File: src/rtl/ascon_ctrl_fsm.sv
// Sequencing controller for the Ascon-128 round stage: walks init, AD, plaintext and
// finalisation, driving round index, XOR selects, input mux and register enable per cycle.
module ascon_ctrl_fsm #(
   parameter int ROUNDS_A = 12,
   parameter int ROUNDS_B = 6,
   parameter int CNT_W    = 4
) (
   input  logic             clock_i,
   input  logic             reset_i,
   input  logic             start_i,
   input  logic [CNT_W-1:0] nb_ad_i,
   input  logic [CNT_W-1:0] nb_pt_i,
   input  logic             data_valid_i,
   output logic             data_req_o,
   output logic [3:0]       round_o,
   output logic             input_sel_o,
   output logic             xorup_sel_o,
   output logic [1:0]       xordn_sel_o,
   output logic             ena_reg_o,
   output logic             cipher_valid_o,
   output logic             tag_valid_o,
   output logic             busy_o,
   output logic             done_o,
   output logic             error_o
);

   typedef enum logic [2:0] {
      S_IDLE    = 3'd0,
      S_INIT    = 3'd1,
      S_AD_WAIT = 3'd2,
      S_AD      = 3'd3,
      S_PT_WAIT = 3'd4,
      S_PT      = 3'd5,
      S_FINAL   = 3'd6
   } state_t;

   // p^b runs the last ROUNDS_B round constants; its first round is taken in the WAIT cycle.
   localparam logic [3:0]       RC_LAST = 4'(ROUNDS_A - 1);
   localparam logic [3:0]       RC_B0   = 4'(ROUNDS_A - ROUNDS_B);
   localparam logic [CNT_W-1:0] CNT_ONE = CNT_W'(1);
   localparam logic [CNT_W-1:0] CNT_TWO = CNT_W'(2);

   state_t           state, state_nxt;
   logic [3:0]       rc, rc_nxt;
   logic [CNT_W-1:0] ad_cnt, ad_cnt_nxt;
   logic [CNT_W-1:0] pt_cnt, pt_cnt_nxt;
   logic             done_r, done_nxt;
   logic             error_r, error_nxt;

   // State, round counter, block counters and the two pulse flags.
   always_ff @(posedge clock_i or posedge reset_i) begin
      if (reset_i) begin
         state   <= S_IDLE;
         rc      <= 4'd0;
         ad_cnt  <= '0;
         pt_cnt  <= '0;
         done_r  <= 1'b0;
         error_r <= 1'b0;
      end else begin
         state   <= state_nxt;
         rc      <= rc_nxt;
         ad_cnt  <= ad_cnt_nxt;
         pt_cnt  <= pt_cnt_nxt;
         done_r  <= done_nxt;
         error_r <= error_nxt;
      end
   end

   // Next-state logic and Mealy decode of the datapath controls.
   always_comb begin
      state_nxt      = state;
      rc_nxt         = rc;
      ad_cnt_nxt     = ad_cnt;
      pt_cnt_nxt     = pt_cnt;
      done_nxt       = 1'b0;
      error_nxt      = 1'b0;
      data_req_o     = 1'b0;
      round_o        = 4'd0;
      input_sel_o    = 1'b0;
      xorup_sel_o    = 1'b0;
      xordn_sel_o    = 2'b00;
      ena_reg_o      = 1'b0;
      cipher_valid_o = 1'b0;
      tag_valid_o    = 1'b0;
      case (state)
         S_IDLE: begin
            if (start_i) begin
               if ((nb_ad_i != '0) && (nb_pt_i >= CNT_TWO)) begin
                  ad_cnt_nxt = nb_ad_i;
                  pt_cnt_nxt = nb_pt_i;
                  rc_nxt     = 4'd0;
                  state_nxt  = S_INIT;
               end else begin
                  error_nxt = 1'b1;
               end
            end else begin
               state_nxt = S_IDLE;
            end
         end
         S_INIT: begin
            round_o     = rc;
            ena_reg_o   = 1'b1;
            input_sel_o = (rc != 4'd0);
            if (rc == RC_LAST) begin
               xordn_sel_o = 2'b01;
               rc_nxt      = 4'd0;
               state_nxt   = S_AD_WAIT;
            end else begin
               rc_nxt = rc + 4'd1;
            end
         end
         S_AD_WAIT: begin
            data_req_o = 1'b1;
            if (data_valid_i) begin
               round_o     = RC_B0;
               xorup_sel_o = 1'b1;
               input_sel_o = 1'b1;
               ena_reg_o   = 1'b1;
               rc_nxt      = RC_B0 + 4'd1;
               state_nxt   = S_AD;
            end else begin
               state_nxt = S_AD_WAIT;
            end
         end
         S_AD: begin
            round_o     = rc;
            input_sel_o = 1'b1;
            ena_reg_o   = 1'b1;
            if (rc == RC_LAST) begin
               ad_cnt_nxt = ad_cnt - CNT_ONE;
               rc_nxt     = 4'd0;
               if (ad_cnt == CNT_ONE) begin
                  xordn_sel_o = 2'b10;
                  state_nxt   = S_PT_WAIT;
               end else begin
                  state_nxt = S_AD_WAIT;
               end
            end else begin
               rc_nxt = rc + 4'd1;
            end
         end
         S_PT_WAIT: begin
            data_req_o = 1'b1;
            if (data_valid_i) begin
               xorup_sel_o    = 1'b1;
               input_sel_o    = 1'b1;
               ena_reg_o      = 1'b1;
               cipher_valid_o = 1'b1;
               // The last plaintext block absorbs into round 0 of the finalisation p^a.
               if (pt_cnt == CNT_ONE) begin
                  round_o   = 4'd0;
                  rc_nxt    = 4'd1;
                  state_nxt = S_FINAL;
               end else begin
                  round_o   = RC_B0;
                  rc_nxt    = RC_B0 + 4'd1;
                  state_nxt = S_PT;
               end
            end else begin
               state_nxt = S_PT_WAIT;
            end
         end
         S_PT: begin
            round_o     = rc;
            input_sel_o = 1'b1;
            ena_reg_o   = 1'b1;
            if (rc == RC_LAST) begin
               pt_cnt_nxt = pt_cnt - CNT_ONE;
               rc_nxt     = 4'd0;
               if (pt_cnt == CNT_TWO) begin
                  xordn_sel_o = 2'b11;
               end else begin
                  xordn_sel_o = 2'b00;
               end
               state_nxt = S_PT_WAIT;
            end else begin
               rc_nxt = rc + 4'd1;
            end
         end
         S_FINAL: begin
            round_o     = rc;
            input_sel_o = 1'b1;
            ena_reg_o   = 1'b1;
            if (rc == RC_LAST) begin
               xordn_sel_o = 2'b01;
               tag_valid_o = 1'b1;
               done_nxt    = 1'b1;
               rc_nxt      = 4'd0;
               state_nxt   = S_IDLE;
            end else begin
               rc_nxt = rc + 4'd1;
            end
         end
         default: begin
            state_nxt = S_IDLE;
            rc_nxt    = 4'd0;
         end
      endcase
   end

   assign busy_o  = (state != S_IDLE);
   assign done_o  = done_r;
   assign error_o = error_r;

endmodule

File: config.mk
export PLATFORM = sky130hd
export DESIGN_NAME = ascon_ctrl_fsm
export DESIGN_NICKNAME = d
export VERILOG_FILES = /design/src/rtl/ascon_ctrl_fsm.sv
export SDC_FILE = /design/constraint.sdc
export NUM_CORES = 1
export LEC_CHECK = 0
export CORE_ASPECT_RATIO = 1.25
export CORE_MARGIN = 2
export CORE_UTILIZATION = 40
export CTS_BUF_LIST = sky130_fd_sc_hd__clkbuf_4
export DETAILED_ROUTE_END_ITERATION = 7
export GPL_ROUTABILITY_DRIVEN = 0
export PLACE_DENSITY = 0.71
export SYNTH_ARGS = -nofsm -noshare
export SYNTH_HDL_FRONTEND = slang
export SYNTH_SLANG_ARGS = --single-unit
File: constraint.sdc
create_clock -name clock_i -period 2.1 [get_ports clock_i]
set_clock_uncertainty 0.2 [all_clocks]
set_input_delay 0.21 -clock clock_i [delete_from_list [all_inputs] [get_ports clock_i]]
set_output_delay 0.21 -clock clock_i [all_outputs]
set_load 0.005 [all_outputs]
; ---- After elaboration in Yosys (flattened, before gate mapping)
; Cells that the tools add are included.
[word_totals]
regBits = 17
in_bits = 12
output_inout_bits = 15
word_cells = 91
[op_classes]
addsub = 3
magnitude_cmp = 1
n_eq_ne = 19
mux = 47
n_reduce_logical = 15
[op_table]
columns = op, count
row1 = two-way mux 4 bit, 11
row2 = two-way mux 3 bit, 12
row3 = one-hot mux 3 bit (7 select lines), 1
row4 = != test 2 bit (second input constant), 8
row5 = one-hot mux 4 bit (2 select lines), 2
row6 = one-hot mux 4 bit (4 select lines), 1
row7 = one-hot mux 4 bit (3 select lines), 1
row8 = AND reduction 4 bit, 3
row9 = two-way mux 1 bit, 11
row10 = two-way mux 2 bit, 5
row11 = == test 3 bit (second input constant), 3
row12 = == test 4 x 1 -> 1 bit (second input constant), 2
row13 = nonzero test 4 bit, 2
row14 = subtractor 4 x 1 -> 4 bit (second input constant), 2
row15 = == test 3 x 2 -> 1 bit (second input constant), 2
row16 = one-hot mux 2 bit (3 select lines), 1
row17 = AND reduction 5 bit, 1
row18 = adder 4 x 1 -> 4 bit (second input constant), 1
row19 = == test 4 x 2 -> 1 bit (second input constant), 1
row20 = == test 4 bit (second input constant), 1
row21 = >= comparator 4 x 2 -> 1 bit (second input constant), 1
row22 = nonzero test 2 bit, 2
row23 = OR reduction 2 bit, 2
row24 = OR reduction 4 bit, 1
row25 = 8 further kinds, 8

; ---- Longest topological paths before layout
[depth]
word_depth = 5
mapped_depth = 6
ltp_nobuf = 6

; ---- Worst setup path before layout
; No wires, ideal clock.
[synth_timing]
path_kind = register to register
start = register state[0]
end = register ad_cnt[1]
setup_ns = 0.125
t_arrival_ns = 1.662
required_ns = 1.775
setup_slack_ns = 0.113
path_stages_with_launch = 7
path_buffers = 2
synth_period_minus_slack_ns = 1.987
path_cell_list = dfrtp_1 > buf_6 > or3_1 > buf_6 > nor3_4 > o21ai_2 > mux2_4
[synth_between]
elab_chain_len = 3
word_cells_on_any_way = 8
cone_classes = 4 x eq/ne / 1 x mux / 3 x reduce/logical
[synth_lines]
columns = item, line
row1 = from (decl), 43  ; state_t state, state_nxt;
row2 = from (signal assigned), 60  ; state <= state_nxt;
row3 = == test 3 x 2 -> 1 bit / logical NOT 3 bit (equally long branches), 85  ; case (state)
row4 = != test 2 bit (no source line) / nonzero test 2 bit (equally long branches), -
row5 = AND reduction 4 bit (no source line), -
row6 = to (signal assigned), 62  ; ad_cnt <= ad_cnt_nxt;
row7 = to (decl), 45  ; logic [CNT_W-1:0] ad_cnt, ad_cnt_nxt;
; Several ways; a longest one is shown, not always the timed one.
; A chain may end at the register's enable or synchronous reset.

; ---- Final worst setup path
[layout_timing]
start = register pt_cnt[1]
end = output round_o[1]
[layout_between]
elab_chain_len = 4
[layout_lines]
columns = item, line
row1 = from (decl), 46  ; logic [CNT_W-1:0] pt_cnt, pt_cnt_nxt;
row2 = from (signal assigned), 63  ; pt_cnt <= pt_cnt_nxt;
row3 = == test 4 x 1 -> 1 bit, 150  ; if (pt_cnt == CNT_ONE) begin
row4 = two-way mux 3 bit, 150
row5 = two-way mux 3 bit, 144  ; if (data_valid_i) begin
row6 = one-hot mux 4 bit (3 select lines), 85
row7 = to (decl), 15  ; output logic [3:0] round_o,
; No other way between the ends.

==> flow_metrics.tcl <==
set metrics [dict create \
    critPathArrivalTime_ns 1.86 \
    io_pins 27 \
    setup_viol 9 \
    synth_cell_types 49 \
    drive_gt1_share_pct 48.41 \
    outcome "complete, but fails checks" \
    p_leak_nw 1.100 \
    crit_path_max_fanout 2 \
    synthCells 168 \
    slew-limit-headroom_pct 47.74 \
    port_buffers 26 \
    finalInstanceArea_sq_um 2497 \
    clk_latency_ns 0.32 \
    power_mw 2.894 \
    timing.hold.ws_ns 0.1186 \
    numClockSinks 17 \
    post-route-min-period_ns 2.270 \
    cts_buffers 3 \
    endpoint_kind "output pin" \
    synth-main-ff-cell "dfrtp_1" \
    dp_cells 263 \
    hold_path_class "input port to asynchronous set/reset pin" \
    synth_area_sq_um 1446 \
    synth.yosys.seq_area_share_pct 29.41 \
    ant_nets 0 \
    core_area_sq_um 3483 \
    post-place-ws_ns -0.2334 \
    yosys_register_bits 17 \
    syn_nets 187 \
    die_h_microns 71.23 \
    dp.final_hpwl_microns 3278 \
    rr_worst_depth 6 \
    fmax_ghz 0.4406 \
    final_cells 291 \
    route.detailed.drc 0 \
    placed_area_sq_um 1993 \
    cts_max_path_buffers 2 \
    via_count 1741 \
    hold_viol_final 0 \
    worst_slew_pin_slew_ns 0.7831 \
    area_growth_pct 72.66 \
    finalWorstSetupSlack_ns -0.1697 \
    maxSlewViolCount 0 \
    grt-ovfl-total 0 \
    grt_pass1_wl_microns 8342 \
    die_w_microns 57.79 \
    antenna_found_initial 0 \
    start_kind "flop" \
    final_util_pct 71.70 \
    fin_setup_tns_ns -0.5485 \
    ys_warn_count 0 \
    firstDrtPassIters 4 \
    ys_async_sr_fraction_pct 100.0 \
    ir_drop_mv 0.7890 \
    rows 24 \
    rsz0062_at_grt "yes" \
    drtIter0Drc 125 \
    h-tree-depth 1 \
    routed_wl_microns 5641 \
    routedWlPerCell_microns 19.38 \
    postCtsHoldBufs 0 \
    grt_max_degree 20 \
    cp.required_ns 1.69 \
    start_util_pct 41.52 \
    crit_type "flop to output pin" \
    dieArea_sq_um 4116 \
    antenna_cells 0 \
    gr-usage-all-layers_pct 26.33 \
    cts_tree "yes" \
    grt_pass1_vias 1745 \
    synth_edf_count 0 \
    avgSynthCellArea_sq_um 8.609 \
    vias_per_cell 5.983 \
    nNetsFinal 272 \
    fin_crit_sh_pct 108.1 \
    path_clk_slew_ns 0.12 \
    p_per_area_nw_per_um2 1159 \
    violations "setup timing" \
    clockRootBuffer "clkbuf_4" \
    cap_violations 0 \
]
final cells by class:
type,count,area (sq um)
clock buffer,4,30.03
timing repair buffer,88,763.2
multi-input combinational,131,1181
fill,237,985.9
inverter,12,45.04
sequential,17,429.2
tap,39,48.80
cell families (layout without fill, tap and decap cells):
family,Yosys count,in the layout,share of synthesized area [%]
compound gates,49,49,23.96
fa+ha+maj,9,9,7.439
flops,17,17,29.41
xor+xnor,3,3,1.817
simple gates,61,61,24.05
mux,9,9,6.921
buf+inv,20,104,6.401
synthesized netlist by cell type (4+ instances only):
| cell type | number | area (sq um) |
|---|---|---|
| a21oi_1 | 9 | 45.04 |
| nand3_1 | 5 | 25.02 |
| nand3b_1 | 4 | 30.03 |
| ha_1 | 7 | 87.58 |
| inv_1 | 12 | 45.04 |
| nor2_1 | 17 | 63.81 |
| dfrtp_1 | 17 | 425.4 |
| or3_1 | 4 | 25.02 |
| o2bb2ai_1 | 4 | 35.03 |
| nand2_1 | 7 | 26.28 |
| mux2i_1 | 7 | 70.07 |
| nor3_1 | 6 | 30.03 |
| o21ai_0 | 8 | 40.04 |
registers in the layout, indices dropped and copies added (netlist names):
name / cells
pt_cnt: 4
state: 3
rc: 4
done_o: 1
error_o: 1
ad_cnt: 4
layout by cell type, fill, tap and decap left out, types with 6 or more instances in the layout:
| master | n |
|---|---|
| o21ai_0 | 6 |
| buf_6 | 18 |
| a21oi_1 | 7 |
| inv_1 | 9 |
| clkdlybuf4s50_1 | 12 |
| dlygate4sd2_1 | 6 |
| mux2i_1 | 7 |
| nor2_1 | 12 |
| buf_4 | 44 |
| dfrtp_1 | 14 |
worst paths after layout:
| check | start | to | slack [ns] |
|---|---|---|---|
| worst min-delay path | reset_i | ad_cnt[1] | 0.12 |
| worst max register to register | state[1] | ad_cnt[1] | -0.06 |
| max in group asynchronous | reset_i | state[0] | 1.04 |
| min in group clock_i | ad_cnt[3] | ad_cnt[3] | 0.36 |
| worst min register to register | ad_cnt[3] | ad_cnt[3] | 0.36 |
| worst max-delay path | pt_cnt[1] | round_o[1] | -0.17 |
repair_timing:
action,4_1_cts,5_1_grt
setup buffers,19,5
endpoints found under the setup margin,21,21
resized for setup,55,53
pin swaps,12,26
worst max-delay path, cell delays in order (launching register included):
cell and delay [ns]:
dfrtp_1 0.41, inv_2 0.08, ha_4 0.12, or3b_4 0.39, nand3_4 0.08, o211ai_1 0.10
a32o_1 0.22, buf_2 0.13
power breakdown:
part,internal (mW),leakage (nW),switching (mW)
clock,0.0873,0.0184,0.132
sequential,0.456,0.201,0.123
combinational,1.10,0.881,0.999
total,1.64,1.10,1.25
routing by layer:
metal,global-route usage (%),up-vias,routed length (microns)
met5,0,-,0
met2,47.10,79,3036
met3,4.693,29,278
li1,-,790,-
met1,27.76,843,2057
met4,16.80,0,268
No activity file was read; power rests on OpenSTA's default activity.
